[config.mk]
export PLATFORM = sky130hd
export DESIGN_NAME = md_sequencer
export DESIGN_NICKNAME = d
export VERILOG_FILES = /design/src/rtl/cpu_isa_pkg.sv /design/src/rtl/md_sequencer_pkg.sv /design/src/rtl/md_cycle_counter.sv /design/src/rtl/md_sequencer.sv
export SDC_FILE = /design/constraint.sdc
export NUM_CORES = 1
export LEC_CHECK = 0
export BUFFER_PORTS_ARGS = -buffer_cell sky130_fd_sc_hd__buf_2
export CORE_MARGIN = 3
export CORE_UTILIZATION = 51
export CTS_CLUSTER_SIZE = 14
export DETAILED_ROUTE_END_ITERATION = 10
export PLACE_DENSITY = 0.82
export SETUP_SLACK_MARGIN = 0.05
export SYNTH_ARGS = -nofsm -noshare
export SYNTH_HDL_FRONTEND = slang
export SYNTH_SLANG_ARGS = --single-unit
export TNS_END_PERCENT = 20
[constraint.sdc]
create_clock -name clock -period 3.8 [get_ports clock]
set_clock_uncertainty 0.1 [all_clocks]
set_input_delay 0 -clock clock [delete_from_list [all_inputs] [get_ports clock]]
set_output_delay 0 -clock clock [all_outputs]
set_load 0.03 [all_outputs]
[src/rtl/cpu_isa_pkg.sv]
// Shared ISA constants: field widths, opcode/aluop encodings, rstatus index and exception codes.
package cpu_isa_pkg;

   localparam int unsigned XLEN    = 32;
   localparam int unsigned REG_W   = 5;
   localparam int unsigned OPC_W   = 5;
   localparam int unsigned ALUOP_W = 5;

   localparam logic [OPC_W-1:0]   OPC_ALU     = 5'b00000;
   localparam logic [ALUOP_W-1:0] ALUOP_MUL   = 5'b00110;
   localparam logic [ALUOP_W-1:0] ALUOP_DIV   = 5'b00111;
   localparam logic [REG_W-1:0]   RSTATUS_IDX = 5'd30;

   localparam logic [XLEN-1:0] EXC_MUL = 32'd4;
   localparam logic [XLEN-1:0] EXC_DIV = 32'd5;

endpackage

[src/rtl/md_sequencer_pkg.sv]
// Types and helpers local to the multdiv sequencer.
package md_sequencer_pkg;
   import cpu_isa_pkg::*;

   typedef enum logic [1:0] {
      ST_IDLE  = 2'd0,
      ST_START = 2'd1,
      ST_BUSY  = 2'd2,
      ST_DONE  = 2'd3
   } md_state_e;

   typedef enum logic {
      KIND_MUL = 1'b0,
      KIND_DIV = 1'b1
   } md_kind_e;

   // Writeback request payload toward the register file.
   typedef struct packed {
      logic             valid;
      logic [REG_W-1:0] rd;
      logic [XLEN-1:0]  data;
   } md_wb_t;

   // An execute-stage instruction that needs the multdiv unit.
   function automatic logic is_md_op(input logic               valid,
                                     input logic [OPC_W-1:0]   opcode,
                                     input logic [ALUOP_W-1:0] aluop);
      return valid && (opcode == OPC_ALU) &&
             ((aluop == ALUOP_MUL) || (aluop == ALUOP_DIV));
   endfunction

endpackage

[src/rtl/md_cycle_counter.sv]
// Cycle counter for the BUSY wait: clear has priority over enable.
module md_cycle_counter #(
   parameter int unsigned WIDTH = 6
) (
   input  logic             clock,
   input  logic             reset,
   input  logic             clear,
   input  logic             enable,
   output logic [WIDTH-1:0] count
);

   logic [WIDTH-1:0] count_q;

   // Count register with synchronous active-low reset.
   always_ff @(posedge clock) begin
      if (!reset) begin
         count_q <= '0;
      end else if (clear) begin
         count_q <= '0;
      end else if (enable) begin
         count_q <= count_q + WIDTH'(1);
      end
   end

   assign count = count_q;

endmodule

[src/rtl/md_sequencer.sv]
// Sequences mul/div instructions through the multicycle multdiv unit:
// stalls the front of the pipe, pulses the start, waits with timeout, then writes back.
module md_sequencer
   import cpu_isa_pkg::*, md_sequencer_pkg::*;
#(
   parameter int unsigned TIMEOUT = 40
) (
   input  logic               clock,
   input  logic               reset,
   input  logic               valid_x,
   input  logic [OPC_W-1:0]   opcode_x,
   input  logic [ALUOP_W-1:0] aluop_x,
   input  logic [REG_W-1:0]   rd_x,
   input  logic [XLEN-1:0]    op_a,
   input  logic [XLEN-1:0]    op_b,
   input  logic               flush,
   input  logic [XLEN-1:0]    md_result,
   input  logic               md_exception,
   input  logic               md_ready,
   output logic               ctrl_MULT,
   output logic               ctrl_DIV,
   output logic [XLEN-1:0]    md_a,
   output logic [XLEN-1:0]    md_b,
   output logic               stall,
   output logic               busy,
   output logic               wb_valid,
   output logic [REG_W-1:0]   wb_rd,
   output logic [XLEN-1:0]    wb_data
);

   localparam int unsigned CNT_W = $clog2(TIMEOUT + 1);

   md_state_e        state_q, state_d;
   md_kind_e         kind_q, kind_d;
   logic [XLEN-1:0]  md_a_q, md_a_d;
   logic [XLEN-1:0]  md_b_q, md_b_d;
   logic [XLEN-1:0]  result_q, result_d;
   logic [REG_W-1:0] rd_q, rd_d;
   logic             exc_q, exc_d;
   logic             cnt_clear, cnt_enable;
   logic [CNT_W-1:0] cnt;
   logic             md_op;
   logic             timeout;
   md_wb_t           wb_c;

   assign md_op   = is_md_op(valid_x, opcode_x, aluop_x);
   assign timeout = (cnt == CNT_W'(TIMEOUT - 1));

   md_cycle_counter #(
      .WIDTH (CNT_W)
   ) u_cycle_counter (
      .clock  (clock),
      .reset  (reset),
      .clear  (cnt_clear),
      .enable (cnt_enable),
      .count  (cnt)
   );

   // State and latched-operand registers.
   always_ff @(posedge clock) begin
      if (!reset) begin
         state_q  <= ST_IDLE;
         kind_q   <= KIND_MUL;
         md_a_q   <= '0;
         md_b_q   <= '0;
         result_q <= '0;
         rd_q     <= '0;
         exc_q    <= 1'b0;
      end else begin
         state_q  <= state_d;
         kind_q   <= kind_d;
         md_a_q   <= md_a_d;
         md_b_q   <= md_b_d;
         result_q <= result_d;
         rd_q     <= rd_d;
         exc_q    <= exc_d;
      end
   end

   // Next state, datapath capture and control outputs.
   always_comb begin
      state_d    = state_q;
      kind_d     = kind_q;
      md_a_d     = md_a_q;
      md_b_d     = md_b_q;
      result_d   = result_q;
      rd_d       = rd_q;
      exc_d      = exc_q;
      cnt_clear  = 1'b0;
      cnt_enable = 1'b0;
      ctrl_MULT  = 1'b0;
      ctrl_DIV   = 1'b0;
      stall      = 1'b0;
      wb_c       = '0;

      case (state_q)
         ST_IDLE: begin
            if (md_op && !flush) begin
               stall    = 1'b1;
               state_d  = ST_START;
               kind_d   = (aluop_x == ALUOP_DIV) ? KIND_DIV : KIND_MUL;
               md_a_d   = op_a;
               md_b_d   = op_b;
               rd_d     = rd_x;
               result_d = '0;
               exc_d    = 1'b0;
            end
         end
         ST_START: begin
            // md_ready is deliberately not looked at until the unit has been started.
            ctrl_MULT = (kind_q == KIND_MUL);
            ctrl_DIV  = (kind_q == KIND_DIV);
            cnt_clear = 1'b1;
            if (flush) begin
               state_d = ST_IDLE;
            end else begin
               stall   = 1'b1;
               state_d = ST_BUSY;
            end
         end
         ST_BUSY: begin
            cnt_enable = 1'b1;
            if (flush) begin
               state_d = ST_IDLE;
            end else begin
               stall = 1'b1;
               if (md_ready) begin
                  result_d = md_result;
                  exc_d    = md_exception;
                  state_d  = ST_DONE;
               end else if (timeout) begin
                  exc_d   = 1'b1;
                  state_d = ST_DONE;
               end
            end
         end
         ST_DONE: begin
            // Always return to IDLE; the instruction still in execute is retiring, not new.
            state_d = ST_IDLE;
            if (!flush && (exc_q || (rd_q != '0))) begin
               wb_c.valid = 1'b1;
               wb_c.rd    = exc_q ? RSTATUS_IDX : rd_q;
               wb_c.data  = exc_q ? ((kind_q == KIND_DIV) ? EXC_DIV : EXC_MUL) : result_q;
            end
         end
         default: begin
            state_d = ST_IDLE;
         end
      endcase
   end

   assign busy     = (state_q != ST_IDLE);
   assign md_a     = md_a_q;
   assign md_b     = md_b_q;
   assign wb_valid = wb_c.valid;
   assign wb_rd    = wb_c.rd;
   assign wb_data  = wb_c.data;

endmodule

## After elaboration in Yosys (flattened, before gate mapping)

Index checks and enable logic that the tools add are counted.

- Input bits: 117
- Register bits: 111
- Word-level logic and storage cells: 68
- Output and inout port bits: 106

- Eq/ne operators: 11
- Mux-type cells: 28
- Bitwise logic cells: 2
- Add/subtract/negate cells: 1
- Reduce and logical (&&, ||, !) cells: 18

Operator list:

| cell | number |
|---|---|
| $mux 32 | 4 |
| $mux 38 | 2 |
| $pmux 32 s2 | 1 |
| $mux 1 | 12 |
| $eq 5x3->1 const B | 2 |
| $mux 2 | 5 |
| $pmux 2 s4 | 1 |
| $reduce_and 4->1 | 2 |
| $add 6x1->6 const B | 1 |
| $eq 6x6->1 const B | 1 |
| $ne 2x2->1 const B | 3 |
| $logic_not 5->1 | 1 |
| $mux 5 | 1 |
| $reduce_bool 5->1 | 1 |
| $eq 2x2->1 const B | 2 |
| $logic_and 1x1->1 | 4 |
| $ne 4x4->1 const B | 1 |
| $pmux 1 s2 | 2 |
| $reduce_and 2->1 | 2 |
| $reduce_bool 2->1 | 2 |
| $reduce_or 2->1 | 2 |
| $ne 3x3->1 const B | 1 |
| $eq 2x1->1 const B | 1 |
| $logic_not 2->1 | 1 |
| 3 further kinds | 5 |

## Longest topological paths before layout

- Depth after elaboration: 6
- Gate-level depth with buffers: 7

## By module

A second synthesis with hierarchy kept.

- Cells, all modules: 608
- Area total of the unflattened synthesis: 4,958.5 um^2

Modules (own cells, without submodules):

| module | sequential area each (um^2) | area each (um^2) | times used | cells each |
|---|---|---|---|---|
| md_sequencer | 2,102.0 | 4,713.3 | 1 | 583 |
| md_cycle_counter | 120.1 | 245.2 | 1 | 25 |

## Worst setup path after synthesis

Ideal clock, no wire load.

- Path kind: register to register
- Start point: register state_q[0]
- End point: register result_q[21]
- Arrival time: 1.682 ns
- Path slack: 1.959 ns
- Period minus slack after synthesis: 1.841 ns
- Cell stages (with the launch flop): 8
- Library setup time: 0.059 ns
- Cell sequence: dfxtp_1 -> inv_1 -> ha_1 -> clkinv_1 -> clkbuf_1 -> nand4_1 -> a21oi_1 -> a221o_1

- Cells in the longest elaborated chain, start to end: 3
- Elaborated cells on any way between the ends: 8
- Classes of those cells: 4 x eq/ne; 1 x mux; 3 x reduce/logical

Ends and longest elaborated chain:

| element | RTL line | source |
|---|---|---|
| start, declared | md_sequencer.sv:33 | `md_state_e state_q, state_d;` |
| start signal, assigned | md_sequencer.sv:70 | `state_q <= state_d;` |
| $eq 2x2->1 or $logic_not 2->1 (tied branches) | md_sequencer.sv:96 | `case (state_q)` |
| $ne 2x2->1 (no source line) or $reduce_bool 2->1 (tied branches) | - |  |
| $reduce_and 4->1 (no source line) | - |  |
| end signal, assigned | md_sequencer.sv:74 | `result_q <= result_d;` |
| end, declared | md_sequencer.sv:37 | `logic [XLEN-1:0] result_q, result_d;` |

Parallel ways exist; a longest one is shown, timed or not.
A chain may end at the register's enable or synchronous reset.

## Worst setup path after layout

- Start point: register state_q[0]
- End point: register state_q[0]

- Cells in the longest elaborated chain, start to end: 3
- Elaborated cells on any way between the ends: 8
- Classes of those cells: 5 x eq/ne; 1 x mux; 2 x reduce/logical

Ends and longest elaborated chain:

| element | RTL line |
|---|---|
| $eq 2x2->1 or $logic_not 2->1 (tied branches) | md_sequencer.sv:96 |
| $ne 4x4->1 (no source line) or $ne 2x2->1 (tied branches) | - |
| $reduce_and 2->1 (no source line) | - |

Parallel ways exist; a longest one is shown, timed or not.

==> metrics.md <==
| Metric | Value |
|---|---|
| Status | `completed` |
| Vias in the first global route | `5,999` |
| Routability congestion estimate | `0.900` |
| Num Clock Sinks | `roughly 110` |
| Top cell type's share of synthesized area | `between 40 and 50%` |
| Overflow after GRT | `0` |
| Worst Hold Class | `in -> reg` |
| Postcts setup bufs | `0` |
| Post-synthesis area per instance | `approximately 8.1 um^2` |
| Final setup TNS | `0 ns` |
| Vias | `6,041` |
| Cell Pwr Density | `~290 nW/um^2` |
| Syn Std Cell Area | `around 5000 um^2` |
| Min-delay src | `md_ready` |
| # setup viols final | `0` |
| Most common cell in the netlist | `nand2_1` |
| EDFF count, synth | `0` |
| FMAX | `between 0.3 and 0.4 GHz` |
| Max incr delay on CP | `between 0.5 and 0.6 ns` |
| RSZ-0062 raised after global routing | `no` |
| Fin crit share | `a little over two thirds` |
| Post-CTS sizing | `0` |
| Port Buffers | `222` |
| DRT iter0 DRCs | `415` |
| Final wirelength | `18,600 um` |
| Slowest-stage cell, CP | `dlygate4sd3_1` |
| Deepest clock path buffer count | `2` |
| Post-synthesis cell type count | `37` |
| Global-route wire length before repair | `a little over 30,000 um` |
| Yosys reg bits | `111` |
| Clock root buffer | `clkbuf_8` |
| CP startpoint kind | `flip-flop` |
| Maximum vdd drop | `0.197 mV` |
| Layout area overhead | `47.8%` |
| WL/cell | `between 15 and 20 um` |
| Slew @ Worst Pin | `around 1.3 ns` |
| Largest net degree at the start of global routing | `between 70 and 80` |
| Post-layout min period | `approximately 2.6 ns` |
| GRT Util Overall | `about a third` |
| CP arrival | `2.81 ns` |
| Mapped Cells | `roughly 600` |
| Syn Nets | `~730` |
| Synth top area cells | `dfxtp_1 45%, nand2_1 11%, a21oi_1 11%` |
| Worst r2r src | `state_q[0]` |
| CP cell instances | `inv_1 > ha_2 > nand2b_1 > a211oi_1 > nor2_1 > o211a_1 > dlygate4sd3_1` |
| Die Ht | `between 100 and 150 um` |
| CP Class | `reg -> reg` |
| Final hold violation count | `0` |
| CTS buffer count | `9` |
| Predominant post-synthesis flop cell | `dfxtp_1` |
| Critical path origin | `state_q[0]` |
| CTS tree | `done` |
| Worst setup EP type | `flip-flop` |
| Critical Path Fanout Max | `20` |
| Die width | `105 um` |
| Required time worst endpoint | `just under 4 ns` |
| Ratio of cells with drive above 1 in the final layout | `between 20% and 30%` |
| Register area share after synthesis | `between 40 and 50%` |
| Core Util, Final | `roughly 80%` |
| Ys async rst share | `0%` |
| Initial core utilization | `53.1%` |
| Rel. slew slack | `13.4%` |
| Synth warn | `0` |
| Die Area | `~11,000 um^2` |
| Core Area | `between 9000 and 10,000 um^2` |
| Clock Latency Late Sink | `between 0.3 and 0.4 ns` |
| Post-synth top cells | `143 x nand2_1, 111 x dfxtp_1, 105 x a21oi_1, 40 x clkbuf_1, 34 x nand4_1` |
| Via density | `slightly below 6` |
| Clock slew at reported path FFs | `around 0.11 ns` |
| Residual DRC | `0` |
| # IOs | `around 220` |
| Initial antenna violation count | `2` |
| Hpwl dp | `just over 10,000 um` |
| Max Cap Viol | `0` |
| Max-slew violations | `0` |
| DRT Pass-1 Iters | `5` |
| Antenna-violating nets left | `0` |
| Post-CTS Hold Fix Bufs | `between 100 and 150` |
| Leakage | `~3.1 nW` |
| # rows | `35` |
| Cell taking the most area after synthesis | `dfxtp_1` |
| # nets final | `1,020` |
| Htree depth | `3` |
[area by class of cell]
type                       instances  area [um^2]
inverter                           5         20.0
timing repair buffer             335         2220
sequential                       111         2220
clock buffer                      10          128
clock inverter                     6         62.6
tap                              129          161
fill                             570         2010
antenna                            4         10.0
multi-input combinational        436         2500
[stage by stage]
step	hold slack (ns)	worst slack, ns	total power (W)	cell area (um^2)	cells
final	0.0466	1.15	0.00214	7320	1036
after global routing	0.0484	1.01	0.00220	7320	1034
after CTS	0.00236	1.22	0.00213	7310	1032
after detailed placement	0.145	1.59	0.00137	6070	911
after global placement	0.140	1.69	0.00136	6070	911
after floorplan	0.0334	1.96	0.00127	4950	609
[worst max-delay path, delay by kind of cell, from the launching register on]
family,cells,cell delay [ns]
AO/OA/AOI/OAI,2,0.68
buffers and inverters,2,0.64
adder cells (fa/ha/maj),1,0.44
flip-flops,1,0.36
AND/OR/NAND/NOR,2,0.33
[cells in the final DEF, fill, tap and decap left out, types with 2 or more instances in the layout]
| master | instances |
|---|---|
| mux2i_1 | 3 |
| buf_4 | 8 |
| inv_1 | 2 |
| xor2_1 | 3 |
| nand4_1 | 34 |
| nand2_1 | 143 |
| dlygate4sd3_1 | 105 |
| a21oi_1 | 105 |
| o211ai_1 | 33 |
| clkinv_1 | 2 |
| and2_1 | 32 |
| inv_6 | 3 |
| ha_1 | 4 |
| clkbuf_8 | 9 |
| a221o_1 | 32 |
| diode_2 | 4 |
| o21ai_0 | 2 |
| nor2_1 | 17 |
| buf_2 | 222 |
| nand2b_1 | 4 |
| nor3_1 | 3 |
| dfxtp_1 | 111 |
| or4_1 | 2 |
[worst paths after layout]
| kind | endpoint | slack (ns) | cells past startpoint |
|---|---|---|---|
| setup / recovery | state_q[0] | 1.15 | 7 |
| hold / removal | state_q[1] | 0.05 | 4 |
| setup reg to reg | state_q[0] | 1.15 | 7 |
| hold reg to reg | md_a[24] | 0.36 | 2 |
[power breakdown]
part | total [W] | internal [W] | leakage [nW] | switching (W)
sequential | 0.00117 | 0.00116 | 0.894 | 0.00000218
clock | 0.000703 | 0.000258 | 0.0966 | 0.000444
combinational | 0.000271 | 0.000134 | 2.08 | 0.000137
[sequential cells by signal, summed over array words and instances, names as in the netlist]
| register | cells |
|---|---|
| md_b | 32 |
| result_q | 32 |
| rd_q | 5 |
| exc_q | 1 |
| u_cycle_counter.count | 6 |
| kind_q | 1 |
| state_q | 2 |
| md_a | 32 |
[cell families after synthesis]
kind of cell / count (synthesis) / synth area share [%]
AND/OR/NAND/NOR: 247 / 24.1
AO/OA/AOI/OAI: 177 / 23.2
flip-flops: 111 / 44.8
buffers and inverters: 62 / 5.33
adder cells (fa/ha/maj): 5 / 1.26
XOR/XNOR: 4 / 0.707
multiplexers: 3 / 0.606
[per-layer routing]
metal	share of wire [%]	GRT usage, %
met1	37	38.8
met2	49	55.2
met3	9.7	9.64
met4	5.0	18.5
met5	0	0
Note: power is estimated with default switching activity, not from simulation.
